## src/rtl/dff_bank_arbiter_if.sv

```systemverilog
// Bus bundle between the requesters and the shared-register write-port arbiter.
// The master side drives requests and data; the slave side (arbiter) returns grant and register state.
interface dff_bank_arbiter_if #(
    parameter int unsigned N = 4,
    parameter int unsigned W = 8
);
    localparam int unsigned OW = (N > 1) ? $clog2(N) : 1;

    logic [N-1:0]   req;
    logic [N*W-1:0] wdata;
    logic [N-1:0]   gnt;
    logic [OW-1:0]  owner;
    logic           busy;
    logic [W-1:0]   q;
    logic [W-1:0]   q_n;

    modport master (
        output req, wdata,
        input  gnt, owner, busy, q, q_n
    );

    modport slave (
        input  req, wdata,
        output gnt, owner, busy, q, q_n
    );
endinterface

```

## src/rtl/dff_bank_arbiter.sv

```systemverilog
// Round-robin arbiter owning the D/enable path of one shared W-bit register.
// A bounded hold count lets a waiting requester preempt a long-running owner.
module dff_bank_arbiter #(
    parameter int unsigned N        = 4,
    parameter int unsigned W        = 8,
    parameter int unsigned MAX_HOLD = 4
) (
    input  logic                clk,
    input  logic                clr,
    dff_bank_arbiter_if.slave   bus
);
    localparam int unsigned OW = (N > 1) ? $clog2(N) : 1;
    localparam int unsigned HW = $clog2(MAX_HOLD + 1);

    typedef enum logic [0:0] {
        ST_IDLE = 1'b0,
        ST_OWN  = 1'b1
    } state_e;

    state_e          state_q, state_d;
    logic [N-1:0]    gnt_q,   gnt_d;
    logic [OW-1:0]   owner_q, owner_d;
    logic            busy_q,  busy_d;
    logic [OW-1:0]   ptr_q,   ptr_d;
    logic [HW-1:0]   hold_q,  hold_d;
    logic [W-1:0]    q_q,     q_d;

    logic            sel_valid;
    logic [OW-1:0]   sel_idx;
    logic [OW-1:0]   sel_ptr_nxt;
    logic [W-1:0]    own_data;
    logic            others_waiting;

    // Rotating priority search: first asserted request at or after the pointer.
    always_comb begin
        int unsigned cand;
        sel_valid = 1'b0;
        sel_idx   = '0;
        cand      = 0;
        for (int unsigned i = 0; i < N; i++) begin
            cand = (32'(ptr_q) + i) % N;
            if (!sel_valid && bus.req[cand]) begin
                sel_valid = 1'b1;
                sel_idx   = OW'(cand);
            end
        end
        sel_ptr_nxt = OW'((32'(sel_idx) + 32'd1) % N);
    end

    // Current owner's write slice, muxed with constant part-selects.
    always_comb begin
        own_data = '0;
        for (int unsigned i = 0; i < N; i++) begin
            if (OW'(i) == owner_q) begin
                own_data = bus.wdata[i*W +: W];
            end
        end
    end

    assign others_waiting = |(bus.req & ~gnt_q);

    always_ff @(posedge clk or negedge clr) begin
        if (!clr) begin
            state_q <= ST_IDLE;
            gnt_q   <= '0;
            owner_q <= '0;
            busy_q  <= 1'b0;
            ptr_q   <= '0;
            hold_q  <= '0;
            q_q     <= '0;
        end else begin
            state_q <= state_d;
            gnt_q   <= gnt_d;
            owner_q <= owner_d;
            busy_q  <= busy_d;
            ptr_q   <= ptr_d;
            hold_q  <= hold_d;
            q_q     <= q_d;
        end
    end

    always_comb begin
        logic grant_new;
        state_d   = state_q;
        gnt_d     = gnt_q;
        owner_d   = owner_q;
        busy_d    = busy_q;
        ptr_d     = ptr_q;
        hold_d    = hold_q;
        q_d       = q_q;
        grant_new = 1'b0;

        case (state_q)
            ST_IDLE: begin
                if (sel_valid) begin
                    grant_new = 1'b1;
                end
            end
            ST_OWN: begin
                if (!bus.req[owner_q]) begin
                    // Release: owner's request is low, so the search cannot pick it again.
                    if (sel_valid) begin
                        grant_new = 1'b1;
                    end else begin
                        state_d = ST_IDLE;
                        gnt_d   = '0;
                        owner_d = '0;
                        busy_d  = 1'b0;
                        hold_d  = '0;
                    end
                end else if ((hold_q == HW'(MAX_HOLD)) && others_waiting) begin
                    // Preempt after a final write; pointer already ranks the owner last.
                    q_d       = own_data;
                    grant_new = 1'b1;
                end else begin
                    q_d = own_data;
                    if (hold_q < HW'(MAX_HOLD)) begin
                        hold_d = hold_q + HW'(1);
                    end
                end
            end
            default: begin
                state_d = ST_IDLE;
            end
        endcase

        if (grant_new) begin
            state_d = ST_OWN;
            gnt_d   = N'(1) << sel_idx;
            owner_d = sel_idx;
            busy_d  = 1'b1;
            hold_d  = HW'(1);
            ptr_d   = sel_ptr_nxt;
        end
    end

    assign bus.gnt   = gnt_q;
    assign bus.owner = owner_q;
    assign bus.busy  = busy_q;
    assign bus.q     = q_q;
    assign bus.q_n   = ~q_q;

endmodule

```

## src/flat_wrapper.sv

```systemverilog
// flat-port wrapper written by rule: the top's interface ports become plain ports
module dff_bank_arbiter_flat 
#(
    parameter int unsigned N        = 4,
    parameter int unsigned W        = 8,
    parameter int unsigned MAX_HOLD = 4
)
  (clk, clr, bus_req, bus_wdata, bus_gnt, bus_owner, bus_busy, bus_q, bus_q_n);
  dff_bank_arbiter_if #(.N(N), .W(W)) bus_i ();
  input  logic clk;
  input  logic clr;
  input wire logic [$bits(bus_i.req)-1:0] bus_req;
  input wire logic [$bits(bus_i.wdata)-1:0] bus_wdata;
  output wire logic [$bits(bus_i.gnt)-1:0] bus_gnt;
  output wire logic [$bits(bus_i.owner)-1:0] bus_owner;
  output wire logic [$bits(bus_i.busy)-1:0] bus_busy;
  output wire logic [$bits(bus_i.q)-1:0] bus_q;
  output wire logic [$bits(bus_i.q_n)-1:0] bus_q_n;
  assign bus_i.req = bus_req;
  assign bus_i.wdata = bus_wdata;
  assign bus_gnt = bus_i.gnt;
  assign bus_owner = bus_i.owner;
  assign bus_busy = bus_i.busy;
  assign bus_q = bus_i.q;
  assign bus_q_n = bus_i.q_n;
  dff_bank_arbiter #(.N(N), .W(W), .MAX_HOLD(MAX_HOLD)) u_core (.clk(clk), .clr(clr), .bus(bus_i));
endmodule
```

## config.mk

```make
export PLATFORM = sky130hd
export DESIGN_NAME = dff_bank_arbiter_flat
export DESIGN_NICKNAME = d
export VERILOG_FILES = /design/src/rtl/dff_bank_arbiter_if.sv /design/src/rtl/dff_bank_arbiter.sv /design/src/flat_wrapper.sv
export SDC_FILE = /design/constraint.sdc
export NUM_CORES = 1
export LEC_CHECK = 0
export ABC_CLOCK_PERIOD_IN_PS = 2650
export CORE_AREA = 4 4 62 64
export DETAILED_ROUTE_END_ITERATION = 10
export DIE_AREA = 0 0 66 68
export PLACE_DENSITY = 0.82
export SYNTH_ARGS = -nofsm -noshare
export SYNTH_HDL_FRONTEND = slang
export SYNTH_SLANG_ARGS = --single-unit
export TNS_END_PERCENT = 10
```

## constraint.sdc

```tcl
create_clock -name clk -period 2.65 [get_ports clk]
set_clock_uncertainty 0.15 [all_clocks]
set_input_delay 0.265 -clock clk [delete_from_list [all_inputs] [get_ports clk]]
set_output_delay 0.265 -clock clk [all_outputs]
set_load 0.02 [all_outputs]
```

* Word-level counts from Yosys, hierarchy flattened
Index checks and enable logic that the tools add are counted.
** Operators by class
- $add $sub $neg :: 5
- $lt $le $gt $ge :: 6
- Equality and inequality tests :: 9
- Shift operators :: 1
- Muxes and demuxes :: 47
- Bitwise operators :: 4
- Reductions and logical operators :: 13
** Operators by type and width (count)
- 8-bit 2-to-1 mux :: 4
- 1-bit 2-to-1 mux :: 19
- 3-bit 2-to-1 mux :: 6
- 2-bit 2-to-1 mux :: 8
- 4-bit 2-to-1 mux :: 4
- 2-bit by 3-bit < comparator with 1-bit output, second input constant :: 5
- 1-bit binary-select mux with 2-bit select :: 5
- 3-bit inequality test, second input constant :: 3
- 8-bit NOT :: 1
- 2-bit by 1-bit adder with 2-bit output, second input constant :: 2
- 2-bit adder, second input constant :: 2
- 4-bit bitwise AND :: 1
- 2-bit == test, first input constant :: 2
- 1-bit logical AND :: 4
- 2-bit inequality test, second input constant :: 2
- 4-bit NOT :: 1
- 4-bit AND reduction :: 1
- 4-bit OR reduction :: 1
- 1-bit by 2-bit left shift with 4-bit output, first input constant :: 1
- 3-bit by 1-bit adder with 3-bit output, second input constant :: 1
- 3-bit == test, second input constant :: 1
- 1-bit zero test :: 3
- 3-bit < comparator, second input constant :: 1
- 3-bit AND reduction :: 1
- 6 further kinds :: 6
** Word-level totals
- Bits in registers :: 21
- Input bits :: 38
- Output and inout port bits :: 23
- Word-level logic and storage cells :: 92

* Logic depth before layout (Yosys ltp)
- Depth after elaboration :: 17
- Depth in mapped cells :: 7
- Depth with buffers taken out :: 7

* Least setup slack after synthesis
OpenSTA, ideal clock, no wires.
- Kind :: register to register
- From :: register u_core.ptr_q[1]
- To :: register u_core.ptr_q[1]
- Library setup time :: 0.128 ns
- Arrival time :: 1.629 ns
- Data required time :: 2.372 ns
- Slack :: 0.744 ns
- Stages on the path, launching flop included :: 5
- Path buffers :: 0
- Period minus slack after synthesis :: 1.906 ns
- Cell sequence :: dfrtp_1 nand2b_1 a311oi_1 ha_1 mux2_1
** Between the ends
- Elaborated cells between the ends (all ways) :: 29
- Those cells by class :: 4 x add/sub; 19 x mux; 6 x reduce/logical
** RTL lines
- from (decl) :: line dff_bank_arbiter.sv:24 : logic [OW-1:0] ptr_q, ptr_d;
- from (signal assigned) :: line dff_bank_arbiter.sv:76 : ptr_q <= ptr_d;
- branches (longest 11 deep; another with 2-bit by 1-bit adder with 2-bit output)
- 2-bit 2-to-1 mux (*) :: line dff_bank_arbiter.sv:42 : if (!sel_valid && bus.req[cand]) begin
- 2-bit by 1-bit adder with 2-bit output (*) :: line dff_bank_arbiter.sv:47 : sel_ptr_nxt = OW'((32'(sel_idx) + 32'd1) % N);
- named net u_core.sel_ptr_nxt[1] :: line dff_bank_arbiter.sv:30 : logic [OW-1:0] sel_ptr_nxt;
Mark *: on every way through the listed nets, which the timed path passes. The select of a mux whose other input is x is not followed.
A chain may end at the register's enable or synchronous reset.

* Worst setup path in the final report
- From :: register u_core.owner_q[1] (netlist: u_core.bus.owner[1])
- To :: output port bus_owner[1]
** RTL lines
- from (decl) :: line dff_bank_arbiter.sv:22 : logic [OW-1:0] owner_q, owner_d;
- from (signal assigned) :: line dff_bank_arbiter.sv:74 : owner_q <= owner_d;
- to (decl) :: line flat_wrapper.sv:15 : output wire logic [$bits(bus_i.owner)-1:0] bus_owner;
No word-level cell between the ends.

==> out/metrics.csv <==
metric,value,unit
status,"complete, no violations",
finalWirelength,3.65,mm
synth_area_per_cell,10.5,sq um
finalMaxSlewViolations,0,
synth_edf_count,0,
grt.total_usage,0.168,
dieHeight,68,microns
drtIter0Drc,42,
cp_slowest_cell,clkdlybuf4s50_1,
finalCriticalPeriod,2050,ps
critPathArrivalTime,1630,ps
rsz0062_at_grt,no,
ir_drop,439,uV
yosysTopAreaCellShare,0.396,
syn_nets,170,
vias,1206,
p_per_area,1050,mW/mm^2
clockBufferDepth,2,
path_cells,buf_4 > clkdlybuf4s50_1,
root_buffer,clkbuf_4,
slew_headroom,0.718,
hold_buffers,0,
ys_types,27,
critPathRequiredTime,2240,ps
synthTopCellsByArea,"dfrtp_1 40%, mux4_2 15%, nand2_1 6.8%",
gp_congestion,0.896,
postSynthCellCount,126,
fin_crit_sh,0.773,
yosysWarnings,0,
hp-class,in2async,
drive_above_1_share,0.116,
crit_fanout,10,
grt_pass1_vias,1285,
worstSetupPathType,reg2out,
path_clk_slew,120,ps
area_delta_synth_final,52.1,%
clock_latency,290,ps
dr.pass1.iters,4,
synth_top_area_cell,dfrtp_1,
fmax,488,MHz
reg2reg_slack,700,ps
crit_buf_inv,2,
overflow,0,
r2r_end,u_core.ptr_q[1],
viasPerCell,5.11,
diodes,0,
die_w,66,microns
cts_buffers,3,
leakagePower,0.000868,uW
syn_area,0.00133,sq mm
pre_cts_slack,330,ps
max-cap-violations,0,
dieArea,0.00449,sq mm
pin_count,61,
start_util,0.404,
endpoint_kind,output pin,
layout.nets,235,
final_core_util,0.615,
avgRoutedWirePerCell,15.4,microns
grt_max_degree,22,
yosys-top-cells-count,"24 x nand2_1, 21 x dfrtp_1, 17 x inv_1",
ys.flop_type,dfrtp_1,
setup_viol,0,
finalHoldViolCount,0,
ys_ff_latch,21,
cts.repair.resized,0,
grt_pass1_wl,5.83,mm
cp-start-kind,flip-flop,
ant_nets,0,
critPathMaxStageDelay,620,ps
antenna_found_initial,0,
ff2ff_path_depth,6,
setup_tns,0,ps
coreArea,0.00328,sq mm
rows,21,
drc,0,
tightestPinTransition,420,ps
async_flop_share,1.00,
dpl.hpwl,3.00,mm
r2r-start,u_core.hold_q[0],
h-tree-depth,1,
setup_slack,602,ps
post_cts_buffers,0,
yosysMostFrequentCell,nand2_1,
io_buffer_count,60,
critPathLaunch,u_core.bus.owner[1],
cts_tree,done,
yosysSeqAreaShare,0.396,
clkSinkCount,21,
critPathTopFamily,buffers and inverters,
-- area by class of cell --
cell class	count	area, sq um
well taps	46	57.6
fillers	265	1260
multi-input cells	83	707
clock buffers	3	22.5
inverters	17	63.8
repair buffers	65	638
flip-flops and latches	21	526
clock inverters	1	5.00
-- stage by stage --
step                area [sq um]  std cells  total power [uW]  hold WS, ps
floorplan                   1330        126              1430         -181
global placement            1990        232              1950          323
detailed placement          1990        232              1990          327
CTS                         2020        236              2150          144
global route                2020        236              2300          124
finish                      2020        236              2130          135
-- layer usage --
metal	track usage	wire (microns)	vias up
li1	-	-	563
met4	0.0406	33	0
met1	0.208	1590	562
met3	0.0608	495	6
met2	0.279	1520	75
met5	0	0	-
-- registers in the layout, indices dropped and copies added, names as in the netlist --
signal and flops:
u_core.state_q 1, u_core.ptr_q 2, u_core.bus.busy 1, u_core.bus.owner 2, u_core.bus.q 8, u_core.bus.gnt 4
u_core.hold_q 3
-- worst max-delay path by stage --
| stage | to | slack (ps) | cells after the start |
|---|---|---|---|
| 2_1_floorplan | u_core.ptr_q[1] | 740 | 4 |
| 3_3_place_gp | u_core.ptr_q[1] | 410 | 5 |
| 3_5_place_dp | u_core.ptr_q[1] | 330 | 5 |
| 6_report | bus_owner[1] | 600 | 2 |
| 4_1_cts | bus_owner[0] | 570 | 2 |
| 5_1_grt | bus_owner[0] | 490 | 2 |
-- kinds of logic (layout without fill, tap and decap cells) --
family | after synthesis | count (layout) | share of synthesized area
and+or+nand+nor | 38 | 38 | 0.133
adders and majority gates | 6 | 6 | 0.0565
buffers and inverters | 22 | 86 | 0.0716
DFF | 21 | 21 | 0.396
AOI/OAI and AO/OA | 20 | 20 | 0.107
muxes | 19 | 19 | 0.237
-- cells in the final DEF (no fill, tap or decap), drive strengths merged --
| master | netlist | routed |
|---|---|---|
| clkdlybuf4s50 | 0 | 60 |
| nand2 | 24 | 24 |
| dfrtp | 21 | 21 |
| inv | 17 | 17 |
| mux4 | 9 | 9 |
| nand2b | 8 | 8 |
| o21ai | 8 | 8 |
| mux2i | 7 | 7 |
| ha | 6 | 6 |
| buf | 5 | 5 |
| clkbuf | 0 | 3 |
| mux2 | 3 | 3 |
| o22ai | 3 | 3 |
| nor2 | 2 | 2 |
| o2bb2ai | 2 | 2 |
| nand3 | 2 | 2 |
| o22a | 1 | 1 |
| a21oi | 1 | 1 |
| a311oi | 1 | 1 |
| nor4 | 1 | 1 |
| a41o | 1 | 1 |
| and2 | 1 | 1 |
| o211ai | 1 | 1 |
| a2bb2oi | 1 | 1 |
| a32o | 1 | 1 |
| clkinv | 0 | 1 |
-- worst register-to-register path: stages (launching register included) --
cell	delay, ps
dfrtp_1	420
inv_1	90
ha_1	160
nand2_1	70
a41o_1	270
mux2i_1	320
mux2_1	360
-- report_power, final --
part | switching, uW | leakage [uW] | total [uW] | internal (uW)
Combinational | 698 | 0.000598 | 1410 | 713
Clock | 90.9 | 0.0000177 | 147 | 56.1
Sequential | 111 | 0.000252 | 571 | 460
(Power assumes the default switching activity.)
